**config.mk**
```make
export PLATFORM = sky130hd
export DESIGN_NAME = sprite_compositor
export DESIGN_NICKNAME = d
export VERILOG_FILES = /design/src/rtl/sprite_compositor.sv
export SDC_FILE = /design/constraint.sdc
export NUM_CORES = 1
export LEC_CHECK = 0
export ABC_AREA = 1
export CORE_UTILIZATION = 54
export DETAILED_ROUTE_END_ITERATION = 6
export HOLD_SLACK_MARGIN = 0.06
export PLACE_DENSITY_LB_ADDON = 0.25
export SYNTH_ARGS = -nofsm -noshare
export SYNTH_HDL_FRONTEND = slang
export SYNTH_SLANG_ARGS = --single-unit
export TNS_END_PERCENT = 50
```
**constraint.sdc**
```tcl
create_clock -name clk_i -period 2.25 [get_ports clk_i]
set_input_delay 0.45 -clock clk_i [delete_from_list [all_inputs] [get_ports clk_i]]
set_output_delay 0.45 -clock clk_i [all_outputs]
set_load 0.02 [all_outputs]
```
**src/rtl/sprite_compositor.sv**
```systemverilog
// sprite_compositor: overlays NUM_SPRITES 1-bpp scaled sprites on a background colour.
// Two-stage pipeline: stage 1 resolves per-sprite opacity, stage 2 picks the colour.
// Position, colour and enable are double-buffered and commit on next_frame_i.
// Bitmaps are written directly and are not buffered.
// Optional feature: define SPRITE_COMPOSITOR_COLLISION_EN to get per-sprite collision flags.
module sprite_compositor #(
    parameter int NUM_SPRITES = 4,
    parameter int SPRITE_W    = 12,
    parameter int SPRITE_H    = 12,
    parameter int SCALE_LOG2  = 3,
    parameter int PIX_BITS    = 10,
    parameter int COORD_BITS  = 8,
    localparam int IDX_W      = (NUM_SPRITES > 1) ? $clog2(NUM_SPRITES) : 1
) (
    input  logic                   clk_i,
    input  logic                   rst_ni,
    input  logic [PIX_BITS-1:0]    pixel_x_i,
    input  logic [PIX_BITS-1:0]    pixel_y_i,
    input  logic                   active_i,
    input  logic                   hsync_i,
    input  logic                   vsync_i,
    input  logic                   next_frame_i,
    input  logic [5:0]             bg_color_i,
    input  logic                   cfg_we_i,
    input  logic [IDX_W+1:0]       cfg_addr_i,
    input  logic [7:0]             cfg_wdata_i,
    input  logic                   bmp_we_i,
    input  logic [IDX_W-1:0]       bmp_sprite_i,
    input  logic [3:0]             bmp_row_i,
    input  logic [SPRITE_W-1:0]    bmp_data_i,
    output logic [5:0]             rrggbb_o,
    output logic                   hsync_o,
    output logic                   vsync_o,
    output logic [NUM_SPRITES-1:0] collision_o
);

    localparam int SX_W = PIX_BITS - SCALE_LOG2;
    // One spare bit above the wider operand so the subtraction sign is always valid.
    localparam int CW   = ((SX_W > COORD_BITS) ? SX_W : COORD_BITS) + 1;
    localparam int RW   = (SPRITE_H > 1) ? $clog2(SPRITE_H) : 1;
    localparam int CLW  = (SPRITE_W > 1) ? $clog2(SPRITE_W) : 1;
    localparam logic [5:0] COL_RST = 6'b110001;

    // True when offset d (signed, CW bits) lies within [0, len).
    function automatic logic in_span(input logic [CW-1:0] d, input int len);
        return !d[CW-1] && (d < CW'(len));
    endfunction

    logic [COORD_BITS-1:0] r_pend_x   [NUM_SPRITES];
    logic [COORD_BITS-1:0] r_pend_y   [NUM_SPRITES];
    logic [5:0]            r_pend_col [NUM_SPRITES];
    logic                  r_pend_en  [NUM_SPRITES];
    logic [COORD_BITS-1:0] r_act_x    [NUM_SPRITES];
    logic [COORD_BITS-1:0] r_act_y    [NUM_SPRITES];
    logic [5:0]            r_act_col  [NUM_SPRITES];
    logic                  r_act_en   [NUM_SPRITES];
    logic [COORD_BITS-1:0] w_pnx      [NUM_SPRITES];
    logic [COORD_BITS-1:0] w_pny      [NUM_SPRITES];
    logic [5:0]            w_pnc      [NUM_SPRITES];
    logic                  w_pne      [NUM_SPRITES];
    logic [SPRITE_W-1:0]   r_bmp      [NUM_SPRITES][SPRITE_H];

    logic [IDX_W-1:0]       w_cfg_idx;
    logic [1:0]             w_cfg_fld;
    logic [SX_W-1:0]        w_sx, w_sy;
    logic [NUM_SPRITES-1:0] w_opq;
    logic [5:0]             w_pix;

    logic [NUM_SPRITES-1:0] r_opq_p1;
    logic                   r_act_p1, r_hs_p1, r_vs_p1;
    logic [5:0]             r_bg_p1;

    assign w_cfg_idx = cfg_addr_i[IDX_W+1:2];
    assign w_cfg_fld = cfg_addr_i[1:0];
    assign w_sx      = SX_W'(pixel_x_i >> SCALE_LOG2);
    assign w_sy      = SX_W'(pixel_y_i >> SCALE_LOG2);

    // Next pending values: current pending plus any register write this cycle.
    always_comb begin
        for (int s = 0; s < NUM_SPRITES; s++) begin
            w_pnx[s] = r_pend_x[s];
            w_pny[s] = r_pend_y[s];
            w_pnc[s] = r_pend_col[s];
            w_pne[s] = r_pend_en[s];
            if (cfg_we_i && (int'(w_cfg_idx) == s)) begin
                case (w_cfg_fld)
                    2'd0:    w_pnx[s] = COORD_BITS'(cfg_wdata_i);
                    2'd1:    w_pny[s] = COORD_BITS'(cfg_wdata_i);
                    2'd2:    w_pnc[s] = cfg_wdata_i[5:0];
                    default: w_pne[s] = cfg_wdata_i[0];
                endcase
            end
        end
    end

    // Pending registers track writes; active registers take the pending set at frame end.
    always_ff @(posedge clk_i or negedge rst_ni) begin
        if (!rst_ni) begin
            for (int s = 0; s < NUM_SPRITES; s++) begin
                r_pend_x[s]   <= '0;
                r_pend_y[s]   <= '0;
                r_pend_col[s] <= COL_RST;
                r_pend_en[s]  <= 1'b0;
                r_act_x[s]    <= '0;
                r_act_y[s]    <= '0;
                r_act_col[s]  <= COL_RST;
                r_act_en[s]   <= 1'b0;
            end
        end else begin
            for (int s = 0; s < NUM_SPRITES; s++) begin
                r_pend_x[s]   <= w_pnx[s];
                r_pend_y[s]   <= w_pny[s];
                r_pend_col[s] <= w_pnc[s];
                r_pend_en[s]  <= w_pne[s];
                if (next_frame_i) begin
                    r_act_x[s]   <= w_pnx[s];
                    r_act_y[s]   <= w_pny[s];
                    r_act_col[s] <= w_pnc[s];
                    r_act_en[s]  <= w_pne[s];
                end
            end
        end
    end

    // Bitmap rows are written straight through; out-of-range targets are dropped.
    always_ff @(posedge clk_i or negedge rst_ni) begin
        if (!rst_ni) begin
            for (int s = 0; s < NUM_SPRITES; s++)
                for (int r = 0; r < SPRITE_H; r++)
                    r_bmp[s][r] <= '0;
        end else if (bmp_we_i && (int'(bmp_sprite_i) < NUM_SPRITES) &&
                     (int'(bmp_row_i) < SPRITE_H)) begin
            r_bmp[bmp_sprite_i][bmp_row_i[RW-1:0]] <= bmp_data_i;
        end
    end

    // Per-sprite opacity at the current pixel: enabled, inside the box, bitmap bit set.
    always_comb begin
        logic [CW-1:0]       w_dx, w_dy;
        logic [SPRITE_W-1:0] w_shift;
        w_opq = '0;
        for (int s = 0; s < NUM_SPRITES; s++) begin
            w_dx    = CW'(w_sx) - CW'(r_act_x[s]);
            w_dy    = CW'(w_sy) - CW'(r_act_y[s]);
            w_shift = r_bmp[s][w_dy[RW-1:0]] << w_dx[CLW-1:0];
            w_opq[s] = r_act_en[s] && in_span(w_dx, SPRITE_W) &&
                       in_span(w_dy, SPRITE_H) && w_shift[SPRITE_W-1];
        end
    end

    // ---- stage 1: opacity, background and syncs ----
    always_ff @(posedge clk_i or negedge rst_ni) begin
        if (!rst_ni) begin
            r_opq_p1 <= '0;
            r_act_p1 <= 1'b0;
            r_hs_p1  <= 1'b0;
            r_vs_p1  <= 1'b0;
            r_bg_p1  <= '0;
        end else begin
            r_opq_p1 <= w_opq;
            r_act_p1 <= active_i;
            r_hs_p1  <= hsync_i;
            r_vs_p1  <= vsync_i;
            r_bg_p1  <= bg_color_i;
        end
    end

    // Lowest-index opaque sprite wins; blanking forces black.
    always_comb begin
        w_pix = r_bg_p1;
        for (int s = NUM_SPRITES - 1; s >= 0; s--)
            if (r_opq_p1[s]) w_pix = r_act_col[s];
        if (!r_act_p1) w_pix = '0;
    end

    // ---- stage 2: composited colour and delayed syncs ----
    always_ff @(posedge clk_i or negedge rst_ni) begin
        if (!rst_ni) begin
            rrggbb_o <= '0;
            hsync_o  <= 1'b0;
            vsync_o  <= 1'b0;
        end else begin
            rrggbb_o <= w_pix;
            hsync_o  <= r_hs_p1;
            vsync_o  <= r_vs_p1;
        end
    end

`ifdef SPRITE_COMPOSITOR_COLLISION_EN
    logic [NUM_SPRITES-1:0] r_coll_acc, w_coll_acc;

    // A sprite collides when it is opaque together with at least one other sprite.
    always_comb begin
        w_coll_acc = r_coll_acc;
        if (active_i && ((w_opq & (w_opq - NUM_SPRITES'(1))) != '0))
            w_coll_acc = r_coll_acc | w_opq;
    end

    // Publish the frame's collisions at frame end, including a same-cycle hit.
    always_ff @(posedge clk_i or negedge rst_ni) begin
        if (!rst_ni) begin
            r_coll_acc  <= '0;
            collision_o <= '0;
        end else if (next_frame_i) begin
            collision_o <= w_coll_acc;
            r_coll_acc  <= '0;
        end else begin
            r_coll_acc  <= w_coll_acc;
        end
    end
`else
    assign collision_o = '0;
`endif

endmodule
```
## Word-level counts from Yosys, hierarchy flattened

Cells that the tools add are included.

| word-level totals | value |
|---|---|
| word-level logic and storage cells | 220 |
| register bits | 781 |
| input port bits | 64 |

| cells by class | value |
|---|---|
| reduce and logical (&&, ||, !) cells | 38 |
| shifts and indexed selects | 4 |
| equality and inequality tests | 5 |
| multiplexer cells | 54 |
| order comparisons | 17 |
| bitwise operators | 6 |
| add/subtract/negate cells | 8 |

Operators with widths:

| cell | count |
|---|---|
| 576-bit bitwise mux | 1 |
| 144-bit demux with 2-bit select | 1 |
| 12-bit binary-select mux with 4-bit select | 4 |
| 144-bit two-way mux | 1 |
| 8-bit two-way mux | 16 |
| 12-bit two-way mux | 9 |
| 6-bit two-way mux | 13 |
| 9-bit by 4-bit less-than comparator with 1-bit output (second input constant) | 8 |
| 7-bit by 8-bit subtractor with 9-bit output | 8 |
| 12-bit demux with 4-bit select | 1 |
| 12-bit by 4-bit << shifter with 12-bit output | 4 |
| 1-bit logical AND | 27 |
| 5-bit greater-or-equal comparator (second input constant) | 5 |
| 4-bit NOT with 5-bit output | 5 |
| 1-bit zero test | 8 |
| 1-bit two-way mux | 8 |
| 2-bit equality test (second input constant) | 3 |
| 5-bit by 1-bit less-than comparator with 1-bit output (second input constant) | 1 |
| 2-bit by 1-bit equality test with 1-bit output (second input constant) | 2 |
| 2-bit zero test | 2 |
| 4-bit less-than comparator (second input constant) | 1 |
| 3-bit greater-or-equal comparator (second input constant) | 1 |
| 3-bit by 1-bit less-than comparator with 1-bit output (second input constant) | 1 |
| 2-bit NOT with 3-bit output | 1 |
| 3-bit OR reduction | 1 |

## Longest topological paths before layout

Gate-level depths: netlist of run 1.

| depth | value |
|---|---|
| word-level depth | 8 |
| gate-level depth with buffers | 18 |

## Least setup slack after synthesis of run 1

OpenSTA, ideal clock, no wires.

| timing | value |
|---|---|
| path type | input-to-reg |
| start point | input port pixel_y_i[3] |
| end point | register r_opq_p1[1] |
| setup slack | -0.227 ns |
| path buffers | 3 |
| cell stages on the path | 17 |
| setup time | 0.118 ns |
| arrival | 2.359 ns |
| cell sequence | inv_1 > ha_1 > inv_1 > fa_1 > buf_2 > inv_1 > buf_2 > buf_2 > nand3_1 > nand2_1 > nand2_1 > nand3_1 > nand3_1 > nand3_1 > nand3_1 > a21oi_1 > nor2_1 |

| between the ends | value |
|---|---|
| word-level cells in the longest chain between the ends | 7 |

RTL lines:

| element | RTL line | text |
|---|---|---|
| start: declaration | 18 | `input logic [PIX_BITS-1:0] pixel_y_i,` |
| 7-bit by 8-bit subtractor with 9-bit output * | 144 | `w_dy = CW'(w_sy) - CW'(r_act_y[s]);` |
| 4-bit NOT with 5-bit output (implied by the code) | 145 | `w_shift = r_bmp[s][w_dy[RW-1:0]] << w_dx[CLW-1:0];` |
| 12-bit binary-select mux with 4-bit select | 145 |  |
| 12-bit two-way mux (implied by the code) (2 in series) | 145 |  |
| 12-bit by 4-bit << shifter with 12-bit output | 145 |  |
| 1-bit logical AND * | 147 | `in_span(w_dy, SPRITE_H) && w_shift[SPRITE_W-1];` |
| via w_opq[1] | 66 | `logic [NUM_SPRITES-1:0] w_opq;` |
| end signal: assignment | 160 | `r_opq_p1 <= w_opq;` |
| end: declaration | 69 | `logic [NUM_SPRITES-1:0] r_opq_p1;` |

The timed path passes the listed nets; every way through them passes the cells marked *. The select of a mux whose other input is x is not followed.
A chain may end at the register's enable or synchronous reset.

## Worst setup path in the final report of run 1

| timing | value |
|---|---|
| start point | register r_act_y[24] (netlist bit) |
| end point | register r_opq_p1[0] |

| between the ends | value |
|---|---|
| word-level cells in the longest chain between the ends | 7 |

RTL lines:

| element | RTL line | text |
|---|---|---|
| start: declaration | 54 | `logic [COORD_BITS-1:0] r_act_y [NUM_SPRITES];` |
| start signal: indexed assignment | 117 | `r_act_y[s] <= w_pny[s];` |
| 7-bit by 8-bit subtractor with 9-bit output * | 144 |  |
| 4-bit NOT with 5-bit output (implied by the code) | 145 |  |
| 12-bit binary-select mux with 4-bit select | 145 |  |
| 12-bit two-way mux (implied by the code) (2 in series) | 145 |  |
| 12-bit by 4-bit << shifter with 12-bit output | 145 |  |
| 1-bit logical AND * | 147 |  |
| via w_opq[0] | 66 |  |

Marks and branches as above.

==> results of run 1 <==
-- logic make-up (layout without fill, tap and decap cells) --
logic type	count (synthesis)	in the layout	share of synthesized area [%]
muxes	34	34	1.04
AOI/OAI and AO/OA	998	998	13.7
adders and majority gates	68	68	2.48
and+or+nand+nor	2093	2093	22.9
xor gates and xnor gates	27	27	0.705
DFF	781	781	53.3
other	1	4	0.0102
buffers and inverters	545	769	5.84
-- Yosys cell counts (all sizes together) (12+ instances only) --
cell,number,area share [%]
a21oi,53,0.72
buf,74,1.0
clkbuf,249,2.5
dfrtp,757,52
dfstp,24,1.7
ha,60,2.0
inv,221,2.3
mux2,34,1.0
nand2,1458,15
nand3,392,5.3
nor2,219,2.3
o21ai,921,13
xnor2,12,0.29
xor2,15,0.42
-- registers in the layout (all words and copies together), names as in the netlist, 4 cells and up --
register,flops
r_bmp,576
r_act_x,32
r_act_y,32
r_pend_x,32
r_pend_y,32
r_act_col,24
r_pend_col,24
r_bg_p1,6
rrggbb_o,6
r_act_en,4
r_opq_p1,4
r_pend_en,4
-- per-stage QoR --
stage,utilization (%),instances
CTS,66.1,5644
global route,66.3,5647
floorplan,-,4550
detailed placement,60.9,5479
global placement,60.9,5479
finish,66.3,5647
-- per-layer routing --
layer | vias up | share of wire, % | global-route usage [%]
li1 | 15124 | - | -
met1 | 15465 | 43 | 44.6
met2 | 1231 | 46 | 48.8
met3 | 257 | 7.3 | 5.05
met4 | 0 | 3.6 | 12.7
met5 | - | 0 | 0
-- worst paths after layout --
| check | start | end | slack (ps) | depth (start not counted) |
|---|---|---|---|---|
| min reg2reg | r_hs_p1 | hsync_o | 350 | 0 |
| min in group asynchronous | rst_ni | rrggbb_o[5] | 320 | 2 |
| max | r_act_y[24] | r_opq_p1[0] | -290 | 17 |
| max reg2reg | r_act_y[24] | r_opq_p1[0] | -290 | 17 |
| min | next_frame_i | r_act_en[0] | 220 | 2 |
| max in group asynchronous | rst_ni | vsync_o | 1070 | 4 |
-- layout make-up --
cell class	count	area (sq um)
repair buffers	397	4740
flip-flops and latches	781	19600
multi-input cells	3224	15400
clock buffers	111	2400
fillers	5478	22700
clock inverters	39	505
well taps	873	1090
inverters	222	886
-- repair_timing --
action                                  in CTS  in global routing
buffers inserted                             8                  3
hold buffers                                 1                  0
pin swaps                                   70                 27
endpoints found under the setup margin       4                  4
cloned                                       7                  0
hold endpoints to repair                    60                  0
gates resized for setup                    106                 30
-- power by group --
| group | switching, W | internal, W | leakage, nW |
|---|---|---|---|
| combinational | 0.00826 | 0.00562 | 9.19 |
| sequential | 0.000881 | 0.0160 | 10.3 |
| clock | 0.00584 | 0.00865 | 1.43 |
-- cell usage in the layout (no fill, tap or decap), types with 11 or more instances in the layout --
master and count:
sky130_fd_sc_hd__clkbuf_16 86, sky130_fd_sc_hd__nand3_2 42, sky130_fd_sc_hd__inv_1 197, sky130_fd_sc_hd__clkinv_2 18, sky130_fd_sc_hd__dfstp_2 24, sky130_fd_sc_hd__ha_1 55, sky130_fd_sc_hd__nand3_1 350, sky130_fd_sc_hd__inv_2 20
sky130_fd_sc_hd__nand2_1 1448, sky130_fd_sc_hd__buf_4 200, sky130_fd_sc_hd__nor2_1 202, sky130_fd_sc_hd__dfrtp_1 757, sky130_fd_sc_hd__buf_12 111, sky130_fd_sc_hd__a21oi_1 51, sky130_fd_sc_hd__o21ai_0 841, sky130_fd_sc_hd__buf_6 11
sky130_fd_sc_hd__clkbuf_8 15, sky130_fd_sc_hd__o21ai_1 79, sky130_fd_sc_hd__clkdlybuf4s50_1 61, sky130_fd_sc_hd__mux2_2 34, sky130_fd_sc_hd__xor2_1 12
-- worst max-delay path, delay by kind of cell, from the launching register on --
kind	cells	cell delay, ps
buffers and inverters	4	470
DFF	1	400
and+or+nand+nor	11	800
adders and majority gates	2	790
==> impl_results.md, run 1 <==
* Flop and latch count out of synthesis at just under 800
* IR Drop Worst-Case VDD at approximately 0.7 mV
* Worst endpoint required time at 2800 ps
* Core Region at 67300 sq um
* Final routed wire length divided by cell count at approximately 19 um
* Initial antenna violation count at 1
* Routed vias at 32077
* Top fanout value on the critical path at 7
* Total Power Consumption at 0.0452 W
* Worst hold slack after final layout at ~220 ps
* Max Root-Sink Buffers at 3
* Number of buffers inserted during clock tree synthesis at 83
* Number of synthesis warnings at 0
* Measured slew at the worst slew-check pin at 686 ps
* Worst endpoint data arrival time at 3090 ps
* Post-route minimum period at 2540 ps
* Power Density at 1010 nW/um^2
* Remaining number of nets flagged by the antenna check after routing at 0
* Synthesized instance count at 4547
* Number of library cell types mapped by synthesis at 36
* Total global-route track usage at a little under a third
* Sequential share of the synthesized area at 53.3%
* Post-Place Setup Slack at -1200 ps
* I/O pin total at 76
* NumNets Final at about 4800
* CP dominant cell by count: sky130_fd_sc_hd__nand2_1
* Least setup slack across all paths after layout at -289 ps
* Clock latency on the worst-skew pair at 640 ps
* RSZ-0062 raised after global routing: yes
* Clk sinks at 781
* Total die area at 69100 sq um
* Vias in the first global route at 31546
* Final Max Tran Viols at 0
* Achievable Freq at 0.394 GHz
* TritonCTS clock tree: done
* Worst setup path class: reg2reg
* Die boundary width at between 200 and 300 um
* Number of placement rows at between 90 and 100
* Initial core utilization at 54.6%
* Detailed-placement wirelength estimate at just under 70 mm
* Synthesized area per cell at approximately 8.1 sq um
* Maximum number of pins on one net before global-route repair at around 80
* Asr flop ratio synth at 100%
* Final instance area at between 40000 and 50000 sq um
* Largest stage delay on the critical path at a little under 600 ps
* Share of the cycle needed by the critical path after routing at 113%
* Series of cell instances along the critical path: ha_2 -> inv_2 -> fa_2 -> clkinv_4 -> buf_12 -> buf_12 -> nor2_4 -> nand2_2 -> nand3_2 -> nand3_2 -> nand3_2 -> nand2_1 -> nand2_1 -> nand3_1 -> nand2_1 -> nand2_1 -> nor2_1
* Drt via density at 5.68
* Port Buffer Count at 65
* Iteration-0 DRC Markers at 3467
* Fraction of final layout cells sized beyond drive strength 1 at 13.5%
* Combined area of all synthesized cells at 36700 sq um
* Headroom to the max-slew limit at 54.3%
* Final routed wirelength across all metal layers at 107 mm
* Reg clk slew, reported paths at 60 ps
* Status: finished, violations left
* Number of flops mapped to enable cells by yosys at 0
* # diodes at 0
* Main flop type after synthesis: sky130_fd_sc_hd__dfrtp_1
* Overflow after GRT at 0
* Setup tns final at -776 ps
* Die span in y at 263 um
* Setup violation total in the final timing report at 4
* Worst min path class: in2reg
* CTS HTree Levels at 3
* Endpoint kind of the worst setup timing path: flip-flop
* Leakage power figure at 20.9 nW
* Signed area change from the synthesized netlist to the final layout at 21.5%
* Cell at the root of the clock tree: sky130_fd_sc_hd__clkbuf_16
* DRC errors left at 0
* Violations in the final reports: negative setup slack
* Number of iterations in the first detailed-routing pass at 5
* Final RePlAce weighted congestion at 0.939
* Startpoint Class: flip-flop
* Critical-path cell with the highest stage delay: sky130_fd_sc_hd__fa_2
* Placed inst area at 41000 sq um
* Setup skew after layout at 25.8 ps
* Wire length of the first global-routing pass at approximately 170 mm
* Final hold vios at 0
* Total of max-cap violations at 0
No activity file was read; power rests on OpenSTA's default activity.
==> inputs of run 2 (changes only) <==
- CTS_BUF_LIST: unset -> sky130_fd_sc_hd__clkbuf_4 sky130_fd_sc_hd__clkbuf_8 sky130_fd_sc_hd__clkbuf_16
- PLACE_DENSITY: unset -> 0.82
- PLACE_DENSITY_LB_ADDON: 0.25 -> unset
==> impl_results.md, run 2 (synthesized netlist as in run 1, its figures left out) <==
* Most common cell after layout, fill and taps aside: sky130_fd_sc_hd__nand2_1
* Remaining number of nets flagged by the antenna check after routing at 0 (unchanged)
* Series of cell instances along the critical path: ha_4 -> inv_2 -> fa_2 -> buf_6 -> clkbuf_16 -> o21ai_0 -> o22ai_2 -> nand3_1 -> nand3_1 -> nand3_1 -> nand3_1 -> nand2_1 -> a21oi_1
* Share of the cycle needed by the critical path after routing at 114% (+1.4 points)
* DRC errors left at 0 (unchanged)
* Switching power at 0.0150 W (+0.32%)
* Power Density at 1010 nW/um^2 (about the same)
* Worst endpoint data arrival time at 3130 ps (+40 ps)
* Post-route minimum period at 2570 ps (+31.1 ps)
* Bufs and invs on worst path at 3 (-1)
* Worst reg2reg path startpoint: r_act_y[8]
* CTS HTree Levels at 3 (unchanged)
* Setup violation total in the final timing report at 4 (unchanged)
* Worst setup path class: reg2reg
* Layout filler cell count at 5043 (-7.9%)
* Total global-route track usage at 31.5% (-0.054 points)
* Core Region at 67300 sq um (unchanged)
* Number of buffers inserted during clock tree synthesis at 82 (-1.2%)
* Clk sinks at 781 (unchanged)
* Logic depth of the worst register-to-register path at 13 (-4)
* Cell internal pwr at 0.0299 W (-0.93%)
* Final RePlAce weighted congestion at 0.941 (+0.13%)
* Clock latency on the worst-skew pair at 640 ps (about the same)
* Headroom to the max-slew limit at 51.0% (-3.3 points)
* Total Power Consumption at 0.0450 W (-0.52%)
* Drt via density at 5.87 (+3.4%)
* Vias in the first global route at 32342 (+2.5%)
* Least setup slack across all paths after layout at -320 ps (-31.1 ps)
* RSZ-0062 raised after global routing: yes
* CP Capture Point: r_opq_p1[2]
* Worst setup path start: r_act_y[8]
* Flip-flop count of the largest register, all copies and words added at 576 (unchanged)
* Largest Register: r_bmp
* Cell at the root of the clock tree: sky130_fd_sc_hd__clkbuf_16
* Initial antenna violation count at 0 (-1)
* Achievable Freq at 0.389 GHz (-1.2%)
* Measured slew at the worst slew-check pin at 735 ps (+49.2 ps)
* I/O pin total at 76 (unchanged)
* Violations in the final reports: negative setup slack
* Comb pwr share at 31.1% (+0.4 points)
* Critical register-to-register path endpoint: r_opq_p1[2]
* Setup tns final at -803 ps (-26.7 ps)
* Maximum number of pins on one net before global-route repair at 72 (-8.9%)
* Number of iterations in the first detailed-routing pass at 7 (+2)
* Routed vias at 33104 (+3.2%)
* Largest stage delay on the critical path at 680 ps (+90 ps)
* Status: finished, violations left
* Top fanout value on the critical path at 8 (+1)
* Signed area change from the synthesized netlist to the final layout at 20.9%
* Max Root-Sink Buffers at 3 (unchanged)
* Register-to-register path setup slack at -320 ps (-30 ps)
* Switching share of power at 33.4% (+0.28 points)
* Wire length of the first global-routing pass at 174 mm (+0.27%)
* IR Drop Worst-Case VDD at 0.690 mV (-0.33%)
* Die boundary width at 263 um (unchanged)
* Detailed-placement wirelength estimate at 68.3 mm (+0.23%)
* Die span in y at 263 um (unchanged)
* Final routed wirelength across all metal layers at 109 mm (+1.6%)
* Post-Place Setup Slack at -1490 ps (-291 ps)
* Reg clk slew, reported paths at 60 ps (about the same)
* Fraction of power consumed by sequential logic at 37.6% (+0.4 points)
* Final hold vios at 0 (unchanged)
* Port Buffer Count at 65 (unchanged)
* Number of cells on the critical path at 13 (-4)
* CP dominant cell by count: sky130_fd_sc_hd__nand3_1
* NumNets Final at 4830 (-0.23%)
* Fraction of final layout cells sized beyond drive strength 1 at 13.1% (-0.43 points)
* Clock network fraction of design power at 31.3% (-0.7 points)
* Startpoint Class: flip-flop
* Iteration-0 DRC Markers at 4184 (+21%)
* Critical-path cell with the highest stage delay: sky130_fd_sc_hd__fa_2
* TritonCTS clock tree: done
* Overflow after GRT at 0 (unchanged)
* Final Max Tran Viols at 0 (unchanged)
* # diodes at 0 (unchanged)
* Worst endpoint required time at 2810 ps (about the same)
* Total of max-cap violations at 0 (unchanged)
* Commonest cells after routing, fill and taps aside: sky130_fd_sc_hd__nand2_1, sky130_fd_sc_hd__o21ai_0, sky130_fd_sc_hd__dfrtp_1, sky130_fd_sc_hd__nand3_1, sky130_fd_sc_hd__nor2_1
* Initial core utilization at 54.6% (unchanged)
* Leakage power figure at 20.8 nW (-0.55%)
* Endpoint kind of the worst setup timing path: flip-flop
* Share of the core filled with cells at 66.0% (-0.33 points)
* Setup skew after layout at 29.4 ps (+3.61 ps)
* Worst min path class: in2reg
* Total die area at 69100 sq um (unchanged)
* Final routed wire length divided by cell count at 19.3 um (+1.8%)
* Number of placement rows at 95 (unchanged)
* CP top delay family: adder cells
[run 2: cell types whose count changed in the layout (fill, tap and decap cells not counted), moves of 4 or more]
cell,change
sky130_fd_sc_hd__clkbuf_4,+22
sky130_fd_sc_hd__nand3_1,+18
sky130_fd_sc_hd__nand3_2,-18
sky130_fd_sc_hd__buf_4,-16
sky130_fd_sc_hd__clkbuf_1,-10
sky130_fd_sc_hd__clkinv_1,+8
sky130_fd_sc_hd__inv_2,-7
sky130_fd_sc_hd__buf_12,+6
sky130_fd_sc_hd__buf_16,-5
sky130_fd_sc_hd__nor2_4,-5
sky130_fd_sc_hd__bufinv_16,-4
sky130_fd_sc_hd__clkinv_2,-4
sky130_fd_sc_hd__xor2_2,+4
[run 2: power groups by stage]
| stage | Clock [W] | Combinational, W | Sequential (W) |
|---|---|---|---|
| 2_1_floorplan | 0 | 0.00781 | 0.0168 |
| 3_3_place_gp | 0 | 0.0124 | 0.0170 |
| 3_5_place_dp | 0 | 0.0126 | 0.0170 |
| 4_1_cts | 0.0142 | 0.0133 | 0.0168 |
| 5_1_grt | 0.0147 | 0.0153 | 0.0171 |
| 6_report | 0.0141 | 0.0140 | 0.0169 |
[run 2: repair_timing]
action | CTS | global route
setup buffers | 9 | 3
pin swaps | 20 | 18
hold buffers | 1 | 0
cloned | 3 | 4
setup endpoints to repair | 4 | 4
resized for setup | 68 | 47
hold endpoints to repair | 25 | 0
[run 2: final cells by class]
cell class / instances / area, sq um / area share (%)
repair inverters: 1 / 5.00 / 0.0113
flip-flops and latches: 781 / 19600 / 44.1
well taps: 873 / 1090 / 2.46
clock buffers: 121 / 2480 / 5.60
repair buffers: 386 / 4710 / 10.6
clock inverters: 28 / 319 / 0.719
multi-input cells: 3224 / 15300 / 34.6
inverters: 222 / 862 / 1.94
[run 2: metal layers]
layer | vias up | GRT usage, % | share of wire (%)
li1 | 15098 | - | -
met1 | 15919 | 42.2 | 40
met2 | 1737 | 50.3 | 46
met3 | 350 | 5.58 | 8.7
met4 | 0 | 14.1 | 4.5
met5 | - | 0 | 0
[run 2: stage by stage]
step	hold WS [ps]	cells	instance area (sq um)
floorplan	154	4550	36800
global placement	336	5467	40900
detailed placement	339	5467	40900
CTS	233	5629	44100
global route	240	5636	44400
finish	259	5636	44400
[run 2: how the worst min path moves through the flow]
stage                        startpoint          to  slack [ps]  depth (start not counted)
after CTS                       vsync_i     r_vs_p1         230                          1
after global routing            vsync_i     r_vs_p1         240                          1
after floorplan                  rst_ni     hsync_o         150                          0
after global placement          r_hs_p1     hsync_o         340                          0
final                     bg_color_i[1]  r_bg_p1[1]         260                          1
after detailed placement        r_vs_p1     vsync_o         340                          0
